==> src/rtl/dsi_clk_lane_ctrl.sv <==
// DSI HS clock-lane sequencer: LP->HS entry, HS->LP exit and a divide-by-DIV byte clock enable.
// Optional clock-lane ULPS entry/wake is built when DSI_CLK_ULPS_EN is defined.
module dsi_clk_lane_ctrl #(
    parameter int CW      = 8,
    parameter int T_LPX   = 4,
    parameter int T_PREP  = 3,
    parameter int T_ZERO  = 16,
    parameter int T_PRE   = 4,
    parameter int T_POST  = 8,
    parameter int T_TRAIL = 4,
    parameter int T_EXIT  = 6
) (
    input  logic       pclk,
    input  logic       rst,
    input  logic [1:0] dsi_ctrl0,
    input  logic       hs_req,
    output logic       hs_ack,
    output logic [1:0] clk_lp,
    output logic       clk_hs_en,
    output logic       clk_tgl_en,
    output logic       byte_clk_en,
    output logic [2:0] div_active,
    output logic       busy,
    output logic       cfg_err
`ifdef DSI_CLK_ULPS_EN
    ,
    input  logic       ulps_req,
    output logic       ulps_active
`endif
);

    typedef enum logic [3:0] {
        IDLE, LPX, PREP, ZERO, PRE, RUN, POST, TRAIL, EXIT
`ifdef DSI_CLK_ULPS_EN
        , U_ENT, ULPS, U_WAKE
`endif
    } state_t;

    state_t        state, nxt;
    logic [CW-1:0] timer;
    logic [1:0]    sel;
    logic [2:0]    div_cnt;
    logic [4:0]    lane_nxt;

    function automatic logic [2:0] div_of(input logic [1:0] s);
        case (s)
            2'b01:   return 3'd1;
            2'b00:   return 3'd2;
            2'b10:   return 3'd3;
            default: return 3'd4;
        endcase
    endfunction

    // Length of each timed state; untimed states report 1 so the timer loads 0.
    function automatic int dur(input state_t s);
        case (s)
            LPX:     return T_LPX;
            PREP:    return T_PREP;
            ZERO:    return T_ZERO;
            PRE:     return T_PRE;
            POST:    return T_POST;
            TRAIL:   return T_TRAIL;
            EXIT:    return T_EXIT;
`ifdef DSI_CLK_ULPS_EN
            U_ENT:   return T_LPX;
            U_WAKE:  return 64;
`endif
            default: return 1;
        endcase
    endfunction

    // {clk_lp[1:0], clk_hs_en, clk_tgl_en, hs_ack}
    function automatic logic [4:0] lane_of(input state_t s);
        case (s)
            LPX:         return 5'b01_0_0_0;
            PREP:        return 5'b00_0_0_0;
            ZERO, TRAIL: return 5'b00_1_0_0;
            PRE, POST:   return 5'b00_1_1_0;
            RUN:         return 5'b00_1_1_1;
`ifdef DSI_CLK_ULPS_EN
            U_ENT:       return 5'b10_0_0_0;
            ULPS:        return 5'b00_0_0_0;
            U_WAKE:      return 5'b10_0_0_0;
`endif
            default:     return 5'b11_0_0_0;
        endcase
    endfunction

    always_comb begin
        nxt = state;
        case (state)
            IDLE: begin
                if (hs_req) nxt = LPX;
`ifdef DSI_CLK_ULPS_EN
                else if (ulps_req) nxt = U_ENT;
`endif
            end
            LPX:    if (timer == '0) nxt = PREP;
            PREP:   if (timer == '0) nxt = ZERO;
            ZERO:   if (timer == '0) nxt = PRE;
            PRE:    if (timer == '0) nxt = RUN;
            RUN:    if (!hs_req)     nxt = POST;
            POST:   if (timer == '0) nxt = TRAIL;
            TRAIL:  if (timer == '0) nxt = EXIT;
            EXIT:   if (timer == '0) nxt = IDLE;
`ifdef DSI_CLK_ULPS_EN
            U_ENT:  if (timer == '0) nxt = ULPS;
            ULPS:   if (!ulps_req)   nxt = U_WAKE;
            U_WAKE: if (timer == '0) nxt = IDLE;
`endif
            default: nxt = IDLE;
        endcase
    end

    assign lane_nxt    = lane_of(nxt);
    assign byte_clk_en = clk_tgl_en && (div_cnt == div_active - 3'd1);

    always_ff @(posedge pclk or posedge rst) begin
        if (rst) begin
            state                                   <= IDLE;
            timer                                   <= '0;
            sel                                     <= 2'b01;
            div_active                              <= 3'd1;
            div_cnt                                 <= '0;
            cfg_err                                 <= 1'b0;
            busy                                    <= 1'b0;
            {clk_lp, clk_hs_en, clk_tgl_en, hs_ack} <= 5'b11_0_0_0;
`ifdef DSI_CLK_ULPS_EN
            ulps_active                             <= 1'b0;
`endif
        end else begin
            state <= nxt;
            if (nxt != state)     timer <= CW'(dur(nxt) - 1);
            else if (timer != '0) timer <= timer - CW'(1);
            if (state == IDLE && nxt == LPX) begin
                sel        <= dsi_ctrl0;
                div_active <= div_of(dsi_ctrl0);
            end
            if (busy && dsi_ctrl0 != sel) cfg_err <= 1'b1;
            // Counter runs only while toggling continues; PRE entry comes from a non-toggling state, so it starts at 0.
            if (clk_tgl_en && lane_nxt[1] && div_cnt != div_active - 3'd1)
                div_cnt <= div_cnt + 3'd1;
            else
                div_cnt <= '0;
            {clk_lp, clk_hs_en, clk_tgl_en, hs_ack} <= lane_nxt;
            busy <= (nxt != IDLE);
`ifdef DSI_CLK_ULPS_EN
            ulps_active <= (nxt == ULPS);
`endif
        end
    end

endmodule

==> config.mk <==
export PLATFORM = sky130hd
export DESIGN_NAME = dsi_clk_lane_ctrl
export DESIGN_NICKNAME = d
export VERILOG_FILES = /design/src/rtl/dsi_clk_lane_ctrl.sv
export SDC_FILE = /design/constraint.sdc
export NUM_CORES = 1
export LEC_CHECK = 0
export ABC_AREA = 1
export CORE_ASPECT_RATIO = 0.7
export CORE_MARGIN = 5
export CORE_UTILIZATION = 61
export CTS_CLUSTER_SIZE = 8
export DETAILED_ROUTE_END_ITERATION = 8
export GPL_ROUTABILITY_DRIVEN = 0
export HOLD_SLACK_MARGIN = 0.05
export PLACE_DENSITY = 0.84
export SLEW_MARGIN = 20
export SYNTH_ARGS = -nofsm -noshare
export SYNTH_HDL_FRONTEND = slang
export SYNTH_SLANG_ARGS = --single-unit
==> constraint.sdc <==
create_clock -name pclk -period 7.2 [get_ports pclk]
set_input_delay 2.16 -clock pclk [delete_from_list [all_inputs] [get_ports pclk]]
set_output_delay 2.16 -clock pclk [all_outputs]
set_load 0.02 [all_outputs]
==> After elaboration in Yosys (flattened, before gate mapping) <==
Index checks and enable logic that the tools add are counted.
{ "op_classes": {"add_sub_neg": 4, "eq_ne": 22, "n_mux": 17, "n_reduce_logical": 14} }
{ "op_table": {"columns": ["operator", "n"], "rows": [
  ["5-bit case mux with 5 select lines", 2],
  ["4-bit two-way mux", 9],
  ["4-bit case mux with 9 select lines", 1],
  ["4-bit by 3-bit == test with 1-bit output (second input constant)", 8],
  ["8-bit two-way mux", 3],
  ["4-bit by 2-bit == test with 1-bit output (second input constant)", 4],
  ["3-bit case mux with 3 select lines", 1],
  ["4-bit by 1-bit == test with 1-bit output (second input constant)", 2],
  ["4-bit == test (second input constant)", 2],
  ["8-bit logical NOT", 1],
  ["8-bit nonzero test", 1],
  ["8-bit by 1-bit subtractor with 8-bit output (second input constant)", 1],
  ["8-bit by 2-bit subtractor with 8-bit output (second input constant)", 1],
  ["1-bit logical AND", 5],
  ["4-bit logical NOT", 1],
  ["4-bit inequality test", 1],
  ["4-bit nonzero test", 1],
  ["2-bit OR reduction", 2],
  ["3-bit by 1-bit adder with 3-bit output (second input constant)", 1],
  ["3-bit == test", 1],
  ["3-bit two-way mux", 1],
  ["3-bit inequality test", 1],
  ["3-bit OR reduction", 1],
  ["3-bit by 1-bit subtractor with 3-bit output (second input constant)", 1],
  ["other kinds (5)", 5]
]} }
{ "word_totals": {"ff_bits": 27, "in_bits": 5, "word_cells": 68} }

==> Depth between registers and ports, before layout <==
Gate-level depths: netlist of the first run.
{ "logic_depth": {"word_depth": 9, "depth_mapped": 20} }

==> Least setup slack after synthesis of the first run <==
OpenSTA, ideal clock, no wires.
{ "synth_path": {"path_type": "register to output", "startpoint": "reg div_active[0]", "endpoint": "out byte_clk_en", "arrival_time_ns": 1.540, "setup_slack_ns": 3.500, "stages_incl_launch_ff": 7, "path_buffers": 0, "cell_sequence": "dfstp_2 -> inv_1 -> ha_1 -> xnor2_1 -> xor2_1 -> nand3_1 -> nor2_1"} }
{ "synth_via": {"elab_chain_cells": 3} }
{ "synth_lines": {"columns": ["item", "line_no", "text"], "rows": [
  ["from (decl)", "22", "output logic [2:0] div_active,"],
  ["from (signal assigned)", "137", "div_active <= div_of(dsi_ctrl0);"],
  ["3-bit by 1-bit subtractor with 3-bit output", "116", "assign byte_clk_en = clk_tgl_en && (div_cnt == div_active - 3'd1);"],
  ["3-bit == test", "116", null],
  ["1-bit logical AND", "116", null],
  ["to (decl)", "21", "output logic byte_clk_en,"]
]} }
Every way passes these cells.

==> Worst setup path after layout of the first run <==
Ends and elaborated chain as after synthesis.

==> summary.md, run 1 <==
| Metric | Value |
|---|---|
| Status | finished clean |
| Vias per cell | 5.251 |
| Final clock skew | 0.009569 ns |
| TritonCTS Sinks | 27 |
| Reg2Reg Setup Slack | 4.61 ns |
| Yosys top cell area share | 32.65% |
| Routed wire length | 3776 um |
| Post-CTS setup buffers | 0 |
| Hold Buf Count CTS | 0 |
| Sequential-to-total area share from yosys stat | 38.61% |
| Clock buffer count from CTS | 3 |
| Psw | 0.4486 mW |
| Async S/R FF share, synth | 100.0% |
| Clock network fraction of total power | 9.5% |
| Hold Violations, Final | 0 |
| Clk Latency, worst-skew pair | 0.28 ns |
| Die X | 74.26 um |
| Avg Cell Area, Syn | 8.435 um2 |
| Maximum fanout along the worst path | 3 |
| Cell area after synthesis | 1763 um2 |
| Total gr overflow | 0 |
| F_max | 0.2261 GHz |
| Starting Density | 63.35% |
| Max Buffers Root-to-Sink | 2 |
| Hold path depth | 2 |
| Cell taking the most area after synthesis | dfrtp_1 |
| Synthesis-stage register bit count | 27 |
| Worst endpoint required time | 5.04 ns |
| Maxcap violations | 0 |
| PortBufs | 15 |
| Post-synth net total | 221 |
| Max Transition Viols Final | 0 |
| Global-route wire length before repair | 6679 um |
| Worst R2R Start | timer[0]$_DFFE_PP0P_ |
| Final setup viols | 0 |
| RR Endpoint | timer[4]$_DFFE_PP0P_ |
| Vias in the first global route | 1,433 |
| Critical Path Start Type | flop |
| Largest net degree at the start of global routing | 28 |
| Post-synth top cells | nand2_1 (31), dfrtp_1 (23), nor2_1 (23) |
| Post-synthesis cell type count | 38 |
| Rows | 16 |
| Synth top area cells | dfrtp_1 (33%), nand2_1 (6.6%), dfstp_2 (6.0%), ha_1 (5.0%), nor2_1 (4.9%) |
| Post-synth EDFFs | 0 |
| Synth warn | 0 |
| Die area | 4083 um2 |
| Crit end category | output pin |
| Top FF cell, synth | dfrtp_1 |
| Setup repair after global routing missed its margin | false |
| Io pins | 16 |
| WHS Endpoint | cfg_err$_DFFE_PP0P_ |
| Crit path cell chain | inv_1 > ha_1 > xnor2_1 > xor2_1 > nand3_1 > nor2_1 > clkdlybuf4s50_1 |
| Final Cycle Share | 61.42% |
| Antenna Nets Post-Route | 0 |
| Delay of the slowest critical-path stage | 0.61 ns |
| Cell Area, Placed | 1947 um2 |
| Minimum clock period | 4.422 ns |
| Residual DRC | 0 |
| FF-to-FF path depth | 20 |
| Int Pwr | 0.4666 mW |
| TNS Setup | 0 ns |
| Worst hold path class | flop to flop |
| Clock transition at path regs | 0.10 ns |
| Worst Min Path Start | cfg_err$_DFFE_PP0P_ |
| Placed cells | 259 |
| First-pass DRT Iterations | 4 |
| DRC marker count from the first detailed-route iteration | 76 |
| # diodes | 0 |
| Arrival time of the worst setup path | 2.26 ns |
| Layout area overhead | 12.99% |
| DR WL/cell | 14.36 um |
| NumNets Final | 240 |
| Total GRT Usage | 22.28% |
| Post-synthesis cell count | 209 |
| CTS H-tree depth | 1 |
| Die H | 54.98 um |
| Pwr Density | 459.5 nW/um2 |
| Sequential power share | 28.4% |
| CTS resizes | 0 |
| Pleak | 0.9893 nW |
| Root Driver | clkbuf_8 |
| CTS tree | built |
| Core Area | 2783 um2 |
| Design area | 1992 um2 |
| HPWL after detailed placement | 2965 um |
| Most frequent cell after synthesis | nand2_1 |
| CP max-delay cell | clkdlybuf4s50_1 |
| Vias | 1,381 |
| Share of power burned in combinational logic | 62.1% |
| Sw Ratio | 49.01% |
| Kind of critical path | flop to output pin |
| Max_slew headroom | 63.27% |
| Peak VDD IR | 276.2 uV |
| Layout cells sized above 1 | 25.99% |
| Actual slew at the worst max-slew pin | 0.5501 ns |
| Initial antenna violation count | 0 |
| Non-filler cells in the finished layout | 263 |
layout make-up:
cell class / count / area, um2
clock buffers: 4 / 45.04
fillers: 228 / 790.8
inverters: 33 / 126.4
multi-input cells: 148 / 944.7
flip-flops and latches: 27 / 680.7
well taps: 36 / 45.04
repair buffers: 15 / 150.1
cells in the final DEF, fill, tap and decap left out, types with 7 or more instances in the layout:
cell type	n
nand2_1	31
nor2_1	23
xor2_1	7
nand2_2	11
nand3_1	8
dfrtp_1	23
ha_1	7
inv_2	12
inv_1	19
clkdlybuf4s50_1	15
nor2_2	7
o21ai_0	7
metal layers:
metal	global-route usage (%)	up-vias	part of all wire [%]
met2	35.00	52	44
met3	5.776	10	7.8
li1	-	695	-
met4	10.65	0	2.1
met5	0	-	0
met1	29.04	624	46
cells by family after synthesis:
logic type | Yosys count | share of synthesized area, %
XOR/XNOR | 10 | 4.968
adder cells (fa/ha/maj) | 7 | 4.968
AND/OR/NAND/NOR | 105 | 34.42
buffers and inverters | 34 | 7.807
AO/OA/AOI/OAI | 26 | 9.226
flip-flops | 27 | 38.61
how the worst max path moves through the flow:
stage | slack [ns] | startpoint | endpoint
final | 2.78 | div_active[0]$_DFFE_PP1P_ | byte_clk_en
after global routing | 2.64 | div_active[0]$_DFFE_PP1P_ | byte_clk_en
after CTS | 2.77 | div_active[0]$_DFFE_PP1P_ | byte_clk_en
after detailed placement | 3.02 | hs_req | timer[4]$_DFFE_PP0P_
after global placement | 3.09 | hs_req | timer[4]$_DFFE_PP0P_
after floorplan | 3.50 | div_active[0]$_DFFE_PP1P_ | byte_clk_en
state kept, by name, indices dropped and copies added (netlist names):
| signal | flops |
|---|---|
| cfg_err | 1 |
| clk_lp | 2 |
| busy | 1 |
| div_active | 3 |
| hs_ack | 1 |
| div_cnt | 3 |
| clk_hs_en | 1 |
| timer | 8 |
| sel | 2 |
| clk_tgl_en | 1 |
| state | 4 |
stage by stage:
step	total power [mW]	setup WS, ns	utilization, %	hold slack, ns
floorplan	0.7008	3.500	-	0.4495
detailed placement	0.8230	3.019	69.96	0.4710
global route	0.9984	2.644	71.58	0.5512
CTS	0.9179	2.765	71.58	0.4987
global placement	0.8078	3.089	69.96	0.4507
finish	0.9152	2.778	71.58	0.4907
power groups by stage:
stage / Clock (mW) / Sequential, mW / Combinational, mW
3_3_place_gp: 0 / 0.261 / 0.547
4_1_cts: 0.0897 / 0.260 / 0.568
6_report: 0.0869 / 0.260 / 0.568
3_5_place_dp: 0 / 0.262 / 0.561
2_1_floorplan: 0 / 0.270 / 0.430
5_1_grt: 0.0959 / 0.269 / 0.634
critical path, delay by kind of cell, from the launching register on:
family,cells,cell delay (ns)
xor gates and xnor gates,2,0.32
adders and majority gates,1,0.22
buffers and inverters,2,0.68
DFF,1,0.56
and+or+nand+nor,2,0.20
Note: power is estimated with default switching activity, not from simulation.
==> run 2: changes to the inputs <==
--- a/config.mk
+++ b/config.mk
@@ -8,12 +8,12 @@
 export ABC_AREA = 1
 export CORE_ASPECT_RATIO = 0.7
 export CORE_MARGIN = 5
-export CORE_UTILIZATION = 61
+export CORE_UTILIZATION = 51
 export CTS_CLUSTER_SIZE = 8
 export DETAILED_ROUTE_END_ITERATION = 8
 export GPL_ROUTABILITY_DRIVEN = 0
 export HOLD_SLACK_MARGIN = 0.05
-export PLACE_DENSITY = 0.84
+export PLACE_DENSITY = 0.75
 export SLEW_MARGIN = 20
 export SYNTH_ARGS = -nofsm -noshare
 export SYNTH_HDL_FRONTEND = slang
==> constraint.sdc (replaced) <==
create_clock -name pclk -period 3.65 [get_ports pclk]
set_input_delay 1.095 -clock pclk [delete_from_list [all_inputs] [get_ports pclk]]
set_output_delay 1.095 -clock pclk [all_outputs]
set_load 0.02 [all_outputs]
==> run 2 against run 1 <==
  * Sequential power up 97%
  * Worst setup slack got worse by 2.5 ns
  * Critical endpoint unchanged
  * Flip-flop and latch count did not move
  * Core utilization is 9.1 points lower
  * Highest routed layer unchanged
  * Combinational power rose by 97%
  * Power increased by 96%
  * Critical path depth did not move
  * Via count down 2.4%
  * Count of clock-buffer cells in the layout unchanged
  * Critical path type unchanged
  * Wire length is 7.5% lower
==> summary.md, run 2 (synthesized netlist as in run 1, its figures left out) <==
| Metric | Value |
|---|---|
| Commonest cells after routing, fill and taps aside | nand2_1 (31), nor2_1 (23), dfrtp_1 (23) |
| Minimum clock period | 3.356 ns |
| Status | finished clean |
| Hold Violations, Final | 0 (unchanged) |
| Worst hold path class | flop to flop |
| Critical Path Start Type | flop |
| Maximum fanout along the worst path | 3 (unchanged) |
| Peak VDD IR | 453.3 uV (+64%) |
| Vias | 1,348 (-2.4%) |
| First-pass DRT Iterations | 4 (unchanged) |
| # diodes | 0 (unchanged) |
| Final Cycle Share | 91.94% |
| Worst endpoint required time | 2.55 ns (-2.49 ns) |
| Met2 Wirelength | 1382 um (-17%) |
| Layout cells sized above 1 | 26.20% (+0.21 points) |
| Global-route wire length before repair | 6072 um (-9.1%) |
| Pleak | 0.9962 nW (+0.70%) |
| Die H | 59.19 um (+7.7%) |
| Clk Latency, worst-skew pair | 0.27 ns (about the same) |
| Clock network fraction of total power | 9.3% (-0.2 points) |
| Biggest regs | timer: 8 flops, state: 4 flops |
| Post-CTS setup buffers | 0 (unchanged) |
| Met3 wire len | 167 um (-43%) |
| Total gr overflow | 0 (unchanged) |
| Residual DRC | 0 (unchanged) |
| Sequential power share | 28.5% (about the same) |
| DR top layer | met4 |
| Sw Ratio | 48.77% (-0.25 points) |
| F_max | 0.2980 GHz |
| Crit path cell chain | inv_1 > ha_1 > xnor2_1 > xor2_1 > nand3_1 > nor2_1 > clkdlybuf4s50_1 |
| CTS tree | built |
| Largest net degree at the start of global routing | 27 (-3.6%) |
| Share of power burned in combinational logic | 62.2% (about the same) |
| DRC marker count from the first detailed-route iteration | 33 (-57%) |
| Initial antenna violation count | 0 (unchanged) |
| Layout area overhead | 14.62% |
| Routed wire length | 3492 um (-7.5%) |
| Core Area | 3233 um2 (+16%) |
| Total GRT Usage | 16.20% (-6.1 points) |
| Storage cell area | 680.7 um2 (unchanged) |
| Maxcap violations | 0 (unchanged) |
| Rows | 17 (+1) |
| Actual slew at the worst max-slew pin | 0.9188 ns (+0.3687 ns) |
| Kind of critical path | flop to output pin |
| Placed cells | 272 (+5.0%) |
| Max reg flops | 8 (unchanged) |
| Most common cell after layout, fill and taps aside | nand2_1 |
| Max Transition Viols Final | 0 (unchanged) |
| Arrival time of the worst setup path | 2.26 ns (about the same) |
| CTS H-tree depth | 1 (unchanged) |
| Area of the multi-input gates | 944.7 um2 (unchanged) |
| Die X | 80.27 um (+8.1%) |
| Psw | 0.8764 mW (+95%) |
| Hold Buf Count CTS | 0 (unchanged) |
| Vias in the first global route | 1,296 (-9.6%) |
| Pwr Density | 889.4 nW/um2 (+94%) |
| Max Buffers Root-to-Sink | 2 (unchanged) |
| Design area | 2021 um2 (+1.4%) |
| Setup repair after global routing missed its margin | false |
| TNS Setup | 0 ns (unchanged) |
| TritonCTS Sinks | 27 (unchanged) |
| Cell Area, Placed | 1976 um2 (+1.5%) |
| Clock transition at path regs | 0.09 ns (about the same) |
| Io pins | 16 (unchanged) |
| CTS resizes | 0 (unchanged) |
| Final setup viols | 0 (unchanged) |
| Int Pwr | 0.9207 mW (+97%) |
| Non-filler cells in the finished layout | 276 (+4.9%) |
| Die area | 4751 um2 (+16%) |
| Clock buffer count from CTS | 3 (unchanged) |
| WL met1 | 1915 um (+9.8%) |
| DR WL/cell | 12.65 um (-12%) |
| Vias per cell | 4.884 (-7.0%) |
| # fillers | 310 (+36%) |
| Max_slew headroom | 38.37% (-25 points) |
| Antenna Nets Post-Route | 0 (unchanged) |
| Final clock skew | 0.005416 ns (-0.004153 ns) |
| CP max-delay cell | clkdlybuf4s50_1 |
| HPWL after detailed placement | 2734 um (-7.8%) |
| PortBufs | 15 (unchanged) |
| Root Driver | clkbuf_8 |
| Starting Density | 54.53% (-8.8 points) |
| Largest Register | timer |
| Hold_ws | 0.4896 ns (-0.001082 ns) |
| NumNets Final | 242 (+0.83%) |
| Crit end category | output pin |
| Delay of the slowest critical-path stage | 0.60 ns (about the same) |
## run 2: power by group through the flow
stage          combinational (mW)  sequential (mW)  clock, mW
2_1_floorplan               0.849            0.534          0
3_3_place_gp                 1.09            0.517          0
3_5_place_dp                 1.11            0.515          0
4_1_cts                      1.12            0.511      0.174
5_1_grt                      1.24            0.527      0.182
6_report                     1.12            0.512      0.168
## run 2: stage by stage
stage	setup WS (ns)	utilization (%)	total power [mW]
finish	0.2942	62.50	1.797
floorplan	1.015	-	1.382
global placement	0.5862	61.11	1.607
detailed placement	0.5298	61.11	1.623
global route	0.1261	62.50	1.949
CTS	0.2674	62.50	1.806
## run 2: final timing paths
check                           slack [ns]                 startpoint  depth (start not counted)              endpoint
worst min-delay path                  0.49        cfg_err$_DFFE_PP0P_                          2   cfg_err$_DFFE_PP0P_
max in group asynchronous             1.85                        rst                          3   clk_lp[1]$_DFF_PP1_
worst min register to register        0.49        cfg_err$_DFFE_PP0P_                          2   cfg_err$_DFFE_PP0P_
worst max register to register        1.03       timer[0]$_DFFE_PP0P_                         20  timer[4]$_DFFE_PP0P_
worst max-delay path                  0.29  div_active[0]$_DFFE_PP1P_                          7           byte_clk_en
min in group asynchronous             1.22                        rst                          2    sel[1]$_DFFE_PP0P_
## run 2: final cells by class
cell class | count | area share (%)
Timing Repair Buffer | 17 | 8.173
Tap cell | 47 | 2.910
Multi-Input combinational cell | 148 | 46.75
Sequential cell | 27 | 33.68
Clock buffer | 4 | 2.229
Inverter | 33 | 6.254
## run 2: routing by layer
metal	up-vias	global-route usage (%)
li1	698	-
met1	613	26.02
met3	4	2.736
met5	-	0
met2	33	22.64
met4	0	2.892
## run 2: critical path, delay by kind of cell, from the launching register on
kind                     cells  cell delay [ns]
adder cells (fa/ha/maj)      1             0.21
buffers and inverters        2             0.66
AND/OR/NAND/NOR              2             0.20
XOR/XNOR                     2             0.35
flip-flops                   1             0.56
==> run 3: changes to the inputs <==
--- a/config.mk
+++ b/config.mk
@@ -12,6 +12,7 @@
 export CTS_CLUSTER_SIZE = 8
 export DETAILED_ROUTE_END_ITERATION = 8
 export GPL_ROUTABILITY_DRIVEN = 0
+export GPL_TIMING_DRIVEN = 0
 export HOLD_SLACK_MARGIN = 0.05
 export PLACE_DENSITY = 0.75
 export SLEW_MARGIN = 20
==> run 3 against run 2 <==
  * Worst hold slack got worse by 0.0031 ns
  * Non-clock buffer count decreased by 1
  * Clock skew about the same
  * Maximum frequency increased by 0.85%
  * Global-route usage increased by 0.27 points
  * Worst setup slack improved by 0.028 ns
  * Largest power group unchanged
  * Critical path depth unchanged
  * Wire length decreased by 5.9%
  * Register-to-register slack about the same
  * Core utilization decreased by 0.077 points
  * Clock power about the same
==> summary.md, run 3 (synthesized netlist as in run 1, its figures left out) <==
| Metric | Value |
|---|---|
| DR top layer | met4 |
| Layout cells sized above 1 | 26.75% (+0.55 points) |
| Max Buffers Root-to-Sink | 2 (unchanged) |
| DR WL/cell | 11.95 um (-5.6%) |
| Max reg flops | 8 (unchanged) |
| CP Launch Point | div_active[0]$_DFFE_PP1P_ |
| Maximum fanout along the worst path | 3 (unchanged) |
| Design area | 2018 um2 (-0.12%) |
| Pwr Density | 886.8 nW/um2 (-0.29%) |
| Layout area overhead | 14.48% |
| Largest Register | timer |
| Hold Buf Count CTS | 0 (unchanged) |
| Clock transition at path regs | 0.09 ns (about the same) |
| Io pins | 16 (unchanged) |
| Reg2Reg Setup Slack | 1.03 ns (about the same) |
| Crit end category | output pin |
| Vias | 1,346 (-0.15%) |
| DRC marker count from the first detailed-route iteration | 93 (+180%) |
| Worst Min Path Start | cfg_err$_DFFE_PP0P_ |
| Final clock skew | 0.005394 ns (-0.00002251 ns) |
| Die H | 59.19 um (unchanged) |
| Pleak | 0.9981 nW (+0.19%) |
| Die area | 4751 um2 (unchanged) |
| # diodes | 0 (unchanged) |
| Starting Density | 54.53% (unchanged) |
| F_max | 0.3005 GHz (+0.85%) |
| Vias in the first global route | 1,333 (+2.9%) |
| PortBufs | 15 (unchanged) |
| Worst R2R Start | timer[0]$_DFFE_PP0P_ |
| CTS resizes | 0 (unchanged) |
| NumNets Final | 241 (-0.41%) |
| Hold path depth | 2 (unchanged) |
| Worst endpoint required time | 2.55 ns (about the same) |
| Max Transition Viols Final | 0 (unchanged) |
| Post-CTS setup buffers | 0 (unchanged) |
| Total gr overflow | 0 (unchanged) |
| CTS tree | built |
| RR Endpoint | timer[4]$_DFFE_PP0P_ |
| Placed cells | 271 (-0.37%) |
| Minimum clock period | 3.327 ns (-0.02841 ns) |
| WHS Endpoint | cfg_err$_DFFE_PP0P_ |
| Biggest regs | timer: 8 flops, state: 4 flops |
| Rows | 17 (unchanged) |
| Worst hold path class | flop to flop |
| Core Area | 3233 um2 (unchanged) |
| Hold Violations, Final | 0 (unchanged) |
| Status | finished clean |
| # fillers | 290 (-6.5%) |
| CTS H-tree depth | 1 (unchanged) |
| Hold_ws | 0.4865 ns (-0.003117 ns) |
| Maxcap violations | 0 (unchanged) |
| WL met1 | 1863 um (-2.7%) |
| Clock buffer count from CTS | 3 (unchanged) |
| Met3 wire len | 77 um (-54%) |
| Critical Path Start Type | flop |
| TNS Setup | 0 ns (unchanged) |
| Residual DRC | 0 (unchanged) |
| Setup repair after global routing missed its margin | false |
| Arrival time of the worst setup path | 2.23 ns (-0.03 ns) |
| Root Driver | clkbuf_8 |
| Most common cell after layout, fill and taps aside | nand2_1 |
| Total GRT Usage | 16.47% (+0.27 points) |
| First-pass DRT Iterations | 4 (unchanged) |
| Total Power | 1.790 mW (-0.42%) |
| Cell Area, Placed | 1972 um2 (-0.19%) |
| Max_slew headroom | 62.68% (+24 points) |
| FF-to-FF path depth | 20 (unchanged) |
| Vias per cell | 4.895 (+0.21%) |
| Actual slew at the worst max-slew pin | 0.5590 ns (-0.3598 ns) |
| Initial antenna violation count | 0 (unchanged) |
| Final setup viols | 0 (unchanged) |
| TritonCTS Sinks | 27 (unchanged) |
| Non-filler cells in the finished layout | 275 (-0.36%) |
| HPWL after detailed placement | 2591 um (-5.2%) |
| Global-route wire length before repair | 6127 um (+0.91%) |
| Kind of critical path | flop to output pin |
| Final Cycle Share | 91.16% (-0.78 points) |
| Commonest cells after routing, fill and taps aside | nand2_1 (31), nor2_1 (23), dfrtp_1 (23) |
| Peak VDD IR | 534.4 uV (+18%) |
| Largest net degree at the start of global routing | 28 (+3.7%) |
| Die X | 80.27 um (unchanged) |
| Antenna Nets Post-Route | 0 (unchanged) |
| Met2 Wirelength | 1317 um (-4.7%) |
| Routed wire length | 3286 um (-5.9%) |
| Clk Latency, worst-skew pair | 0.27 ns (about the same) |
[run 3: cell count changes in the layout (fill, tap and decap cells not counted)]
cell | before | now
buf_6 | 0 | 1
inv_2 | 11 | 12
clkinv_2 | 0 | 1
clkinv_1 | 2 | 1
buf_4 | 2 | 0
clkbuf_1 | 1 | 0
[run 3: critical path, cell delays in order, from the launching register on]
cell and delay, ns:
dfstp_2 0.56, inv_1 0.06, ha_1 0.20, xnor2_1 0.17, xor2_1 0.17, nand3_1 0.11, nor2_1 0.10, clkdlybuf4s50_1 0.60
[run 3: worst max-delay path by stage]
stage                                      end  slack (ns)  cells after the start
after floorplan                    byte_clk_en        1.01                      6
after global placement    timer[4]$_DFFE_PP0P_        0.56                     18
after detailed placement  timer[4]$_DFFE_PP0P_        0.51                     18
after CTS                          byte_clk_en        0.30                      7
after global routing               byte_clk_en        0.15                      7
final                              byte_clk_en        0.32                      7
[run 3: final cells by class]
class | instances | area [um2] | share of cell area, %
multi-input combinational | 148 | 944.7 | 46.81
sequential | 27 | 680.7 | 33.73
timing repair buffer | 15 | 150.1 | 7.440
inverter | 33 | 126.4 | 6.262
tap | 47 | 58.81 | 2.914
clock buffer | 3 | 41.29 | 2.046
buffer | 1 | 11.26 | 0.5580
clock inverter | 1 | 5.005 | 0.2480
[run 3: power breakdown]
group	switching [mW]	internal [mW]	leakage [nW]
combinational	0.693	0.432	0.637
sequential	0.0801	0.419	0.336
clock	0.0892	0.0764	0.0255
[run 3: stage by stage]
stage	setup slack (ns)	utilization (%)
floorplan	1.015	-
global placement	0.5559	60.99
detailed placement	0.5096	60.99
CTS	0.3043	62.42
global route	0.1481	62.42
finish	0.3226	62.42
[run 3: routing by layer]
layer  global-route usage [%]  vias up
met3                    2.888        2
met5                        0        -
met4                    3.614        0
met1                    25.57      624
li1                         -      700
met2                    23.70       20
